==> config.mk <==
export PLATFORM = sky130hd
export DESIGN_NAME = timer_key_frontend
export DESIGN_NICKNAME = d
export VERILOG_FILES = /design/src/rtl/timer_pkg.sv /design/src/rtl/key_debounce.sv /design/src/rtl/timer_key_frontend.sv
export SDC_FILE = /design/constraint.sdc
export NUM_CORES = 1
export LEC_CHECK = 0
export ABC_AREA = 0
export CORE_UTILIZATION = 45
export DETAILED_ROUTE_END_ITERATION = 7
export SLEW_MARGIN = 20
export SYNTH_ARGS = -nofsm -noshare
export SYNTH_HDL_FRONTEND = slang
export SYNTH_HIERARCHICAL = 1
export SYNTH_SLANG_ARGS = --single-unit
==> constraint.sdc <==
create_clock -name CLK -period 3.9 [get_ports CLK]
set_input_delay 0.585 -clock CLK [delete_from_list [all_inputs] [get_ports CLK]]
set_output_delay 0.585 -clock CLK [all_outputs]
set_load 0.05 [all_outputs]
==> src/rtl/timer_pkg.sv <==
// Shared timing constants for the countdown timer.
// All rates are derived from one clock constant: TickDivDefault CLK cycles make 1 ms.
package timer_pkg;

  localparam logic [15:0] TickDivDefault       = 16'd2440;
  localparam logic [7:0]  DebounceMsDefault    = 8'd20;
  localparam logic [15:0] OneSecMsDefault      = 16'd1000;
  localparam logic [15:0] RepeatDelayMsDefault = 16'd500;
  localparam logic [15:0] RepeatRateMsDefault  = 16'd100;

  // The countdown core's HALF_KHZ strobe divides the same clock: one period every 2 ms.
  localparam logic [15:0] HalfKhzDiv = 16'(2 * TickDivDefault);

  // Bit positions of the four keys in the front-end's press vector.
  typedef enum logic [1:0] {
    KeyStart = 2'd0,
    KeyStop  = 2'd1,
    KeySec   = 2'd2,
    KeyMin   = 2'd3
  } key_e;

endpackage

==> src/rtl/key_debounce.sv <==
// One push-button channel: 2-flop synchronizer, tick-based debounce, press event and
// optional auto-repeat while held.
// Ports:
//   clk_i   system clock
//   rst_i   synchronous active-high reset
//   tick_i  1 ms strobe, one cycle wide
//   key_i   raw button level, asynchronous
//   press_o combinational press/repeat event, one cycle wide (registered by the parent)
module key_debounce
  import timer_pkg::*;
#(
  parameter bit          REPEAT_EN       = 1'b0,
  parameter logic [7:0]  DEBOUNCE_MS     = DebounceMsDefault,
  parameter logic [15:0] REPEAT_DELAY_MS = RepeatDelayMsDefault,
  parameter logic [15:0] REPEAT_RATE_MS  = RepeatRateMsDefault
) (
  input  logic clk_i,
  input  logic rst_i,
  input  logic tick_i,
  input  logic key_i,
  output logic press_o
);

  logic       sync1_q, sync2_q;
  logic       stable_q, stable_d;
  logic [7:0] cnt_q, cnt_d;
  logic       rise;
  logic       repeat_evt;

  always_comb begin
    stable_d = stable_q;
    cnt_d    = cnt_q;
    rise     = 1'b0;
    if (tick_i) begin
      if (sync2_q == stable_q) begin
        // Any agreement with the stable level restarts the count.
        cnt_d = '0;
      end else if (cnt_q + 8'd1 == DEBOUNCE_MS) begin
        cnt_d    = '0;
        stable_d = ~stable_q;
        rise     = ~stable_q;
      end else begin
        cnt_d = cnt_q + 8'd1;
      end
    end
  end

  always_ff @(posedge clk_i) begin
    if (rst_i) begin
      sync1_q  <= 1'b0;
      sync2_q  <= 1'b0;
      stable_q <= 1'b0;
      cnt_q    <= '0;
    end else begin
      sync1_q  <= key_i;
      sync2_q  <= sync1_q;
      stable_q <= stable_d;
      cnt_q    <= cnt_d;
    end
  end

  if (REPEAT_EN) begin : g_repeat
    logic [15:0] hold_q, hold_d;
    logic        rep;

    always_comb begin
      hold_d = hold_q;
      rep    = 1'b0;
      if (!stable_d) begin
        hold_d = '0;
      end else if (tick_i && stable_q) begin
        // Only ticks after the press count as hold time.
        if (hold_q + 16'd1 == REPEAT_DELAY_MS) begin
          hold_d = REPEAT_DELAY_MS - REPEAT_RATE_MS;
          rep    = 1'b1;
        end else begin
          hold_d = hold_q + 16'd1;
        end
      end
    end

    always_ff @(posedge clk_i) begin
      if (rst_i) begin
        hold_q <= '0;
      end else begin
        hold_q <= hold_d;
      end
    end

    assign repeat_evt = rep;
  end else begin : g_no_repeat
    assign repeat_evt = 1'b0;
  end

  assign press_o = rise | repeat_evt;

endmodule

==> src/rtl/timer_key_frontend.sv <==
// Input front-end for the countdown timer: debounces START, STOP, SEC and MIN keys into
// single-cycle pulses (with auto-repeat on SEC/MIN) and generates the 1 Hz count pulse.
// Ports:
//   CLK, RES            clock and synchronous active-high reset
//   KEY_*               raw active-high button levels, asynchronous to CLK
//   DEBOUNCED_START/STOP, COUNT_UP_SEC/MIN_PULSE, ONE_SEC_PULSE  registered 1-cycle pulses
module timer_key_frontend
  import timer_pkg::*;
#(
  parameter logic [15:0] TICK_DIV        = TickDivDefault,
  parameter logic [7:0]  DEBOUNCE_MS     = DebounceMsDefault,
  parameter logic [15:0] ONE_SEC_MS      = OneSecMsDefault,
  parameter logic [15:0] REPEAT_DELAY_MS = RepeatDelayMsDefault,
  parameter logic [15:0] REPEAT_RATE_MS  = RepeatRateMsDefault
) (
  input  logic CLK,
  input  logic RES,
  input  logic KEY_START,
  input  logic KEY_STOP,
  input  logic KEY_SEC,
  input  logic KEY_MIN,
  output logic DEBOUNCED_START,
  output logic DEBOUNCED_STOP,
  output logic COUNT_UP_SEC_PULSE,
  output logic COUNT_UP_MIN_PULSE,
  output logic ONE_SEC_PULSE
);

  logic        tick;
  logic [15:0] presc_q, presc_d;
  logic [15:0] sec_q, sec_d;
  logic        sec_wrap;
  logic [3:0]  press;
  logic        start_q, start_d;
  logic        stop_q, stop_d;
  logic        sec_pulse_q, sec_pulse_d;
  logic        min_pulse_q, min_pulse_d;
  logic        one_sec_q, one_sec_d;

  assign tick = (presc_q == TICK_DIV - 16'd1);

  key_debounce #(
    .REPEAT_EN(1'b0), .DEBOUNCE_MS(DEBOUNCE_MS),
    .REPEAT_DELAY_MS(REPEAT_DELAY_MS), .REPEAT_RATE_MS(REPEAT_RATE_MS)
  ) u_key_start (
    .clk_i(CLK), .rst_i(RES), .tick_i(tick), .key_i(KEY_START), .press_o(press[KeyStart])
  );

  key_debounce #(
    .REPEAT_EN(1'b0), .DEBOUNCE_MS(DEBOUNCE_MS),
    .REPEAT_DELAY_MS(REPEAT_DELAY_MS), .REPEAT_RATE_MS(REPEAT_RATE_MS)
  ) u_key_stop (
    .clk_i(CLK), .rst_i(RES), .tick_i(tick), .key_i(KEY_STOP), .press_o(press[KeyStop])
  );

  key_debounce #(
    .REPEAT_EN(1'b1), .DEBOUNCE_MS(DEBOUNCE_MS),
    .REPEAT_DELAY_MS(REPEAT_DELAY_MS), .REPEAT_RATE_MS(REPEAT_RATE_MS)
  ) u_key_sec (
    .clk_i(CLK), .rst_i(RES), .tick_i(tick), .key_i(KEY_SEC), .press_o(press[KeySec])
  );

  key_debounce #(
    .REPEAT_EN(1'b1), .DEBOUNCE_MS(DEBOUNCE_MS),
    .REPEAT_DELAY_MS(REPEAT_DELAY_MS), .REPEAT_RATE_MS(REPEAT_RATE_MS)
  ) u_key_min (
    .clk_i(CLK), .rst_i(RES), .tick_i(tick), .key_i(KEY_MIN), .press_o(press[KeyMin])
  );

  always_comb begin
    presc_d  = presc_q + 16'd1;
    sec_d    = sec_q;
    sec_wrap = 1'b0;
    if (tick) begin
      presc_d = '0;
      if (sec_q == ONE_SEC_MS - 16'd1) begin
        sec_d    = '0;
        sec_wrap = 1'b1;
      end else begin
        sec_d = sec_q + 16'd1;
      end
    end
    // Restart the second from the registered START pulse so the first second is full.
    if (start_q) begin
      presc_d  = '0;
      sec_d    = '0;
      sec_wrap = 1'b0;
    end
    // STOP wins a same-cycle collision; the START event is dropped.
    start_d     = press[KeyStart] & ~press[KeyStop];
    stop_d      = press[KeyStop];
    sec_pulse_d = press[KeySec];
    min_pulse_d = press[KeyMin];
    one_sec_d   = sec_wrap;
  end

  always_ff @(posedge CLK) begin
    if (RES) begin
      presc_q     <= '0;
      sec_q       <= '0;
      start_q     <= 1'b0;
      stop_q      <= 1'b0;
      sec_pulse_q <= 1'b0;
      min_pulse_q <= 1'b0;
      one_sec_q   <= 1'b0;
    end else begin
      presc_q     <= presc_d;
      sec_q       <= sec_d;
      start_q     <= start_d;
      stop_q      <= stop_d;
      sec_pulse_q <= sec_pulse_d;
      min_pulse_q <= min_pulse_d;
      one_sec_q   <= one_sec_d;
    end
  end

  assign DEBOUNCED_START    = start_q;
  assign DEBOUNCED_STOP     = stop_q;
  assign COUNT_UP_SEC_PULSE = sec_pulse_q;
  assign COUNT_UP_MIN_PULSE = min_pulse_q;
  assign ONE_SEC_PULSE      = one_sec_q;

endmodule

# ---- Word-level counts from Yosys, hierarchy flattened
# Cells that the tools add are included.
dict set report op_classes {
  reduce_logical 9
  eq_ne 12
  n_bitwise 13
  add_sub_neg 8
  muxes 36
}
# operator n
set ops {}
lappend ops {{$add 16x1->16 const B} 4}
lappend ops {{$mux 8} 8}
lappend ops {{$mux 16} 3}
lappend ops {{$add 8x1->8 const B} 4}
lappend ops {{$eq 16x9->1 const B} 2}
lappend ops {{$eq 8x5->1 const B} 4}
lappend ops {{$mux 1} 25}
lappend ops {{$eq 16x10->1 const B} 1}
lappend ops {{$eq 16x12->1 const B} 1}
lappend ops {{$not 1->1} 10}
lappend ops {{$reduce_and 3->1} 2}
lappend ops {{$reduce_or 2->1} 3}
lappend ops {{$reduce_or 3->1} 2}
lappend ops {{$eq 1x1->1} 4}
lappend ops {{$logic_and 1x1->1} 2}
lappend ops {{$or 1x1->1} 2}
lappend ops {{$and 1x1->1} 1}
dict set report totals {
  out_inout_bits 5
  elab_cells 103
  register_bits 113
  input_bits 6
}

# ---- Logic depth before layout (Yosys ltp)
dict set report depth {
  ltp_word 7
  depth_mapped 13
  depth_no_buf 11
}

# ---- Hierarchy
# The synthesis kept the hierarchy.
# mod n_inst cells_per_inst seq_area_each_um2 area_per_inst_um2
set by_module_without_submodules {}
lappend by_module_without_submodules {timer_key_frontend 1 197 740.7 1686.6}
lappend by_module_without_submodules {{key_debounce (u_key_min)} 1 178 540.5 1520.2}
lappend by_module_without_submodules {{key_debounce (u_key_sec)} 1 177 540.5 1461.4}
lappend by_module_without_submodules {{key_debounce (u_key_start ...)} 2 74 220.2 621.8}

# ---- Worst setup path after synthesis
# No wires, ideal clock.
dict set report synth_timing {
  path_kind {reg2reg}
  from {register presc_q[11]}
  to {register u_key_sec.g_repeat.hold_q[1]}
  path_stages_with_launch 14
  setup_ns 0.117
  t_arrival_ns 2.910
  n_path_buf 3
  period_less_slack_ns 3.027
  setup_slack_ns 0.873
  t_required_ns 3.783
  cell_sequence {dfxtp_1 -> buf_2 -> nor3b_1 -> nand4_1 -> clkbuf_1 -> inv_1 -> inv_1 -> nor4_4 -> mux2i_1 -> or2_1 -> buf_6 -> clkinv_4 -> and3_1 -> a32o_1}
}
dict set report synth_via {
  elab_chain_len 4
  word_cells_on_any_way 5
  cone_classes {eq/ne (1); mux (1); bitwise (1); reduce/logical (2)}
}
# element line
set synth_rtl {}
lappend synth_rtl {{from (decl)} timer_key_frontend.sv:30} ;# logic [15:0] presc_q, presc_d;
lappend synth_rtl {{from (signal assigned)} timer_key_frontend.sv:107} ;# presc_q <= presc_d;
lappend synth_rtl {{$eq 16x12->1 (*)} timer_key_frontend.sv:40} ;# assign tick = (presc_q == TICK_DIV - 16'd1);
lappend synth_rtl {{net tick} timer_key_frontend.sv:29} ;# logic tick;
lappend synth_rtl {{$mux 1} key_debounce.sv:34} ;# if (tick_i) begin
lappend synth_rtl {{$not 1->1 (no source line)} --}
lappend synth_rtl {{$reduce_or 2->1 (no source line)} --}
lappend synth_rtl {{to (signal assigned)} key_debounce.sv:86} ;# hold_q <= hold_d;
lappend synth_rtl {{to (decl)} key_debounce.sv:63} ;# logic [15:0] hold_q, hold_d;
# The timed path passes the listed nets; every way through them passes the cells marked *.
# A chain may end at the register's enable or synchronous reset.

# ---- Worst setup path after layout
dict set report layout_timing {
  from {register presc_q[14]}
  to {register u_key_sec.g_repeat.hold_q[15]}
}
# The elaborated chain is that of the path after synthesis.

==> load_flow_metrics.sql <==
INSERT INTO impl_metrics (metric_group, metric, value, unit) VALUES
('run_status', 'result_of_the_run', 'finished clean', ''),
('yosys', 'synthesis.area', '5910', 'um^2'),
('global_route', 'maximum_number_of_pins_on_one_net_before_global_route_repair', '39', ''),
('yosys', 'yosys.area_share.xor_xnor', '0.0840', ''),
('route', 'drt-initial-drc-count', '312', ''),
('floorplan', 'die_area', '13600', 'um^2'),
('route', 'detailedRoute.firstPassIterationCount', '4', ''),
('cts', 'cts_post_setup_buffers_inserted', '0', ''),
('final_layout', 'most_common_library_cell_in_the_layout_ignoring_fill_and_taps', 'sky130_fd_sc_hd__dfxtp_1', ''),
('floorplan', 'floorplan.io_pins', '11', ''),
('route', 'postRouteAntennaNets', '0', ''),
('cts', 'cts-root-to-sink-buffers', '2', ''),
('route', 'routed_via_count_divided_by_cell_count', '5.61', ''),
('yosys', 'synth_fp_nets', '716', ''),
('yosys', 'synthMuxAreaShare', '0.0169', ''),
('cts', 'clk_transition_reported_paths', '0.05', 'ns'),
('placed_design', 'placement.io_buffers', '10', ''),
('yosys', 'library_cells_used_by_synthesis', '67', ''),
('cts', 'h-tree-depth', '4', ''),
('cts', 'numClockSinks', '113', ''),
('route', 'totalWireLength', '12100', 'um'),
('final_layout', 'antenna-diode-count', '0', ''),
('floorplan', 'num_rows', '41', ''),
('placed_design', 'detailed_place_hpwl', '8190', 'um'),
('cts', 'cts_root_buffer', 'sky130_fd_sc_hd__clkbuf_16', ''),
('sta', 'final_hold_viol_count', '0', ''),
('cts', 'clock_tree_from_tritoncts', 'yes', ''),
('critical_path', 'worstPathMaxFanout', '14', ''),
('job', 'cap_violations', '0', ''),
('global_route', 'globalRouteTotalUtil', '0.195', ''),
('sta', 'setup_repair_after_global_routing_missed_its_margin', 'no', ''),
('sta', 'slew_violations', '0', ''),
('final_layout', 'finalCoreUtilization', '0.528', ''),
('global_route', 'grt_antenna_before_repair', '0', ''),
('placed_design', 'routabilityCongestion', '0.840', ''),
('critical_path', 'worst-r2r-cell-count', '11', ''),
('pwr', 'power_per_cell_area', '419', 'nW/um^2'),
('critical_path', 'rr_endpoint', 'u_key_sec/g_repeat.hold_q[15]$_SDFFE_PP0P_', ''),
('sta', 'tns', '0', 'ns'),
('hold_path', 'timing.hold.worst_endpoint', 'u_key_start/sync2_q$_SDFF_PP0_', ''),
('final_layout', 'fin_nets', '716', ''),
('sta', 'timing_worst_slew_pin_value', '0.692', 'ns'),
('sta', 'timing.hold.ws', '0.433', 'ns'),
('sta', 'max_clock_freq', '0.319', 'GHz'),
('cts', 'insertion_delay', '0.41', 'ns'),
('pwr', 'peak_supply_drop', '0.000461', 'V'),
('global_route', 'grt_pass1_vias', '4564', ''),
('sta', 'finalCriticalPeriod', '3.13', 'ns'),
('yosys', 'synth.yosys.warnings', '6', ''),
('yosys', 'dominant_register_cell_in_the_synthesized_netlist', 'sky130_fd_sc_hd__dfxtp_1', ''),
('final_layout', 'flow.area_growth_from_synthesis', '13.5', '%'),
('critical_path', 'timing.rr.start', 'presc_q[14]$_SDFF_PP0_', ''),
('hold_path', 'hp-start', 'u_key_start/sync1_q$_SDFF_PP0_', ''),
('final_layout', 'layout-drive-gt1-share', '0.0872', ''),
('global_route', 'grt_overflow', '0', ''),
('floorplan', 'core', '12700', 'um^2'),
('critical_path', 'critical_path_required', '4.19', 'ns'),
('yosys', 'synth-compound-area-share', '0.141', ''),
('route', 'detail_route.wl_per_cell', '13.7', 'um'),
('floorplan', 'fp.dieW', '117', 'um'),
('yosys', 'syn-mean-instance-area', '8.45', 'um^2'),
('pwr', 'power_leakage', '2.19', 'nW'),
('yosys', 'synth_simple_gate_area_share', '0.313', ''),
('global_route', 'global_route_wire_length_before_repair', '21100', 'um'),
('sta', 'setup-violations-final', '0', ''),
('sta', 'setup_ws', '0.766', 'ns'),
('critical_path', 'critPathLaunchType', 'register', ''),
('sta', 'relSlewSlack', '0.537', ''),
('final_layout', 'final_cell_mix', 'sky130_fd_sc_hd__dfxtp_1, sky130_fd_sc_hd__nor2_1, sky130_fd_sc_hd__nand2_1', ''),
('cts', 'numCtsBuffers', '17', ''),
('yosys', 'synth_top_family_by_area', 'simple AND/OR/NAND/NOR gates', '');
[metrics by stage]
stage	area [um^2]	std cells
floorplan	5910	700
global placement	6090	853
detailed placement	6090	853
CTS	6710	883
global route	6710	883
finish	6710	883
[routing by layer]
layer | up-vias | global-route usage | wire length [um]
met3 | 13 | 0.0524 | 374
li1 | 2545 | - | -
met4 | 0 | 0.0709 | 159
met1 | 2331 | 0.254 | 6020
met2 | 61 | 0.310 | 5520
met5 | - | 0 | 0
[worst max-delay path, stage by stage, from the launching register on]
cell and delay (ns):
sky130_fd_sc_hd__dfxtp_1 0.33, sky130_fd_sc_hd__nor4_1 0.50, sky130_fd_sc_hd__nand4_1 0.15, sky130_fd_sc_hd__buf_4 0.21
sky130_fd_sc_hd__inv_1 0.29, sky130_fd_sc_hd__buf_4 0.25, sky130_fd_sc_hd__nand2_1 0.23, sky130_fd_sc_hd__or4_1 0.54
sky130_fd_sc_hd__nor2_1 0.19, sky130_fd_sc_hd__nand3_1 0.11, sky130_fd_sc_hd__xor2_1 0.15, sky130_fd_sc_hd__nor2_1 0.05
[cell type report]
class | count | area [um^2]
clock inverter | 4 | 95.1
multi-input combinational | 537 | 3400
timing repair buffer | 17 | 148
fill | 1186 | 6010
tap | 172 | 215
inverter | 14 | 57.6
sequential | 113 | 2260
clock buffer | 26 | 529
[sequential cells by signal, summed over array words and instances (netlist names), 8 cells and up]
name	flops
u_key_sec/g_repeat.hold_q	16
sec_q	16
u_key_start/cnt_q	8
presc_q	16
u_key_sec/cnt_q	8
u_key_min/g_repeat.hold_q	16
u_key_min/cnt_q	8
u_key_stop/cnt_q	8
[where the power goes]
group	leakage [nW]	total, W	internal, W	switching, W
logic	0.968	0.0000345	0.0000124	0.0000221
clock network	0.308	0.00161	0.00111	0.000496
registers	0.912	0.00117	0.00116	0.00000459
total	2.19	0.00281	0.00229	0.000523
[cell families after synthesis]
family,count (synthesis)
flops,113
mux,10
buf+inv,50
xor+xnor,55
compound gates,124
fa+ha+maj,10
simple gates,338
[how the worst max path moves through the flow]
stage	slack, ns	start	depth (start not counted)	to
2_1_floorplan	0.87	presc_q[11]$_SDFF_PP0_	13	u_key_sec/g_repeat.hold_q[1]$_SDFFE_PP0P_
3_3_place_gp	0.90	presc_q[14]$_SDFF_PP0_	11	u_key_sec/g_repeat.hold_q[15]$_SDFFE_PP0P_
3_5_place_dp	0.79	presc_q[14]$_SDFF_PP0_	11	u_key_sec/g_repeat.hold_q[15]$_SDFFE_PP0P_
4_1_cts	0.77	presc_q[14]$_SDFF_PP0_	11	u_key_sec/g_repeat.hold_q[15]$_SDFFE_PP0P_
5_1_grt	0.49	presc_q[14]$_SDFF_PP0_	11	u_key_sec/g_repeat.hold_q[15]$_SDFFE_PP0P_
6_report	0.77	presc_q[14]$_SDFF_PP0_	11	u_key_sec/g_repeat.hold_q[15]$_SDFFE_PP0P_
[cell usage after synthesis (6+ instances only)]
cell type / n / area share
sky130_fd_sc_hd__a31oi_1: 8 / 0.0085
sky130_fd_sc_hd__and2_1: 7 / 0.0074
sky130_fd_sc_hd__xnor2_1: 35 / 0.052
sky130_fd_sc_hd__nor2_1: 80 / 0.051
sky130_fd_sc_hd__mux2i_1: 10 / 0.017
sky130_fd_sc_hd__or3_1: 11 / 0.012
sky130_fd_sc_hd__a311oi_1: 6 / 0.0089
sky130_fd_sc_hd__ha_1: 10 / 0.021
sky130_fd_sc_hd__inv_1: 12 / 0.0076
sky130_fd_sc_hd__nor3b_1: 6 / 0.0076
sky130_fd_sc_hd__nor3_1: 15 / 0.013
sky130_fd_sc_hd__o2111ai_1: 8 / 0.012
sky130_fd_sc_hd__o21ai_0: 23 / 0.019
sky130_fd_sc_hd__or4_1: 10 / 0.013
sky130_fd_sc_hd__o31ai_1: 8 / 0.010
sky130_fd_sc_hd__buf_2: 11 / 0.0093
sky130_fd_sc_hd__o2bb2ai_1: 6 / 0.0089
sky130_fd_sc_hd__a21oi_1: 38 / 0.032
sky130_fd_sc_hd__o211ai_1: 6 / 0.0076
sky130_fd_sc_hd__nor2b_1: 17 / 0.018
sky130_fd_sc_hd__nand2_1: 64 / 0.041
sky130_fd_sc_hd__and3_1: 21 / 0.022
sky130_fd_sc_hd__dfxtp_1: 113 / 0.38
sky130_fd_sc_hd__nand3_1: 34 / 0.029
sky130_fd_sc_hd__nor4_1: 18 / 0.019
sky130_fd_sc_hd__nand4_1: 19 / 0.020
sky130_fd_sc_hd__clkbuf_1: 18 / 0.011
sky130_fd_sc_hd__xor2_1: 18 / 0.027
sky130_fd_sc_hd__nand4b_1: 6 / 0.0089
Power figures use the tool's default switching activity.
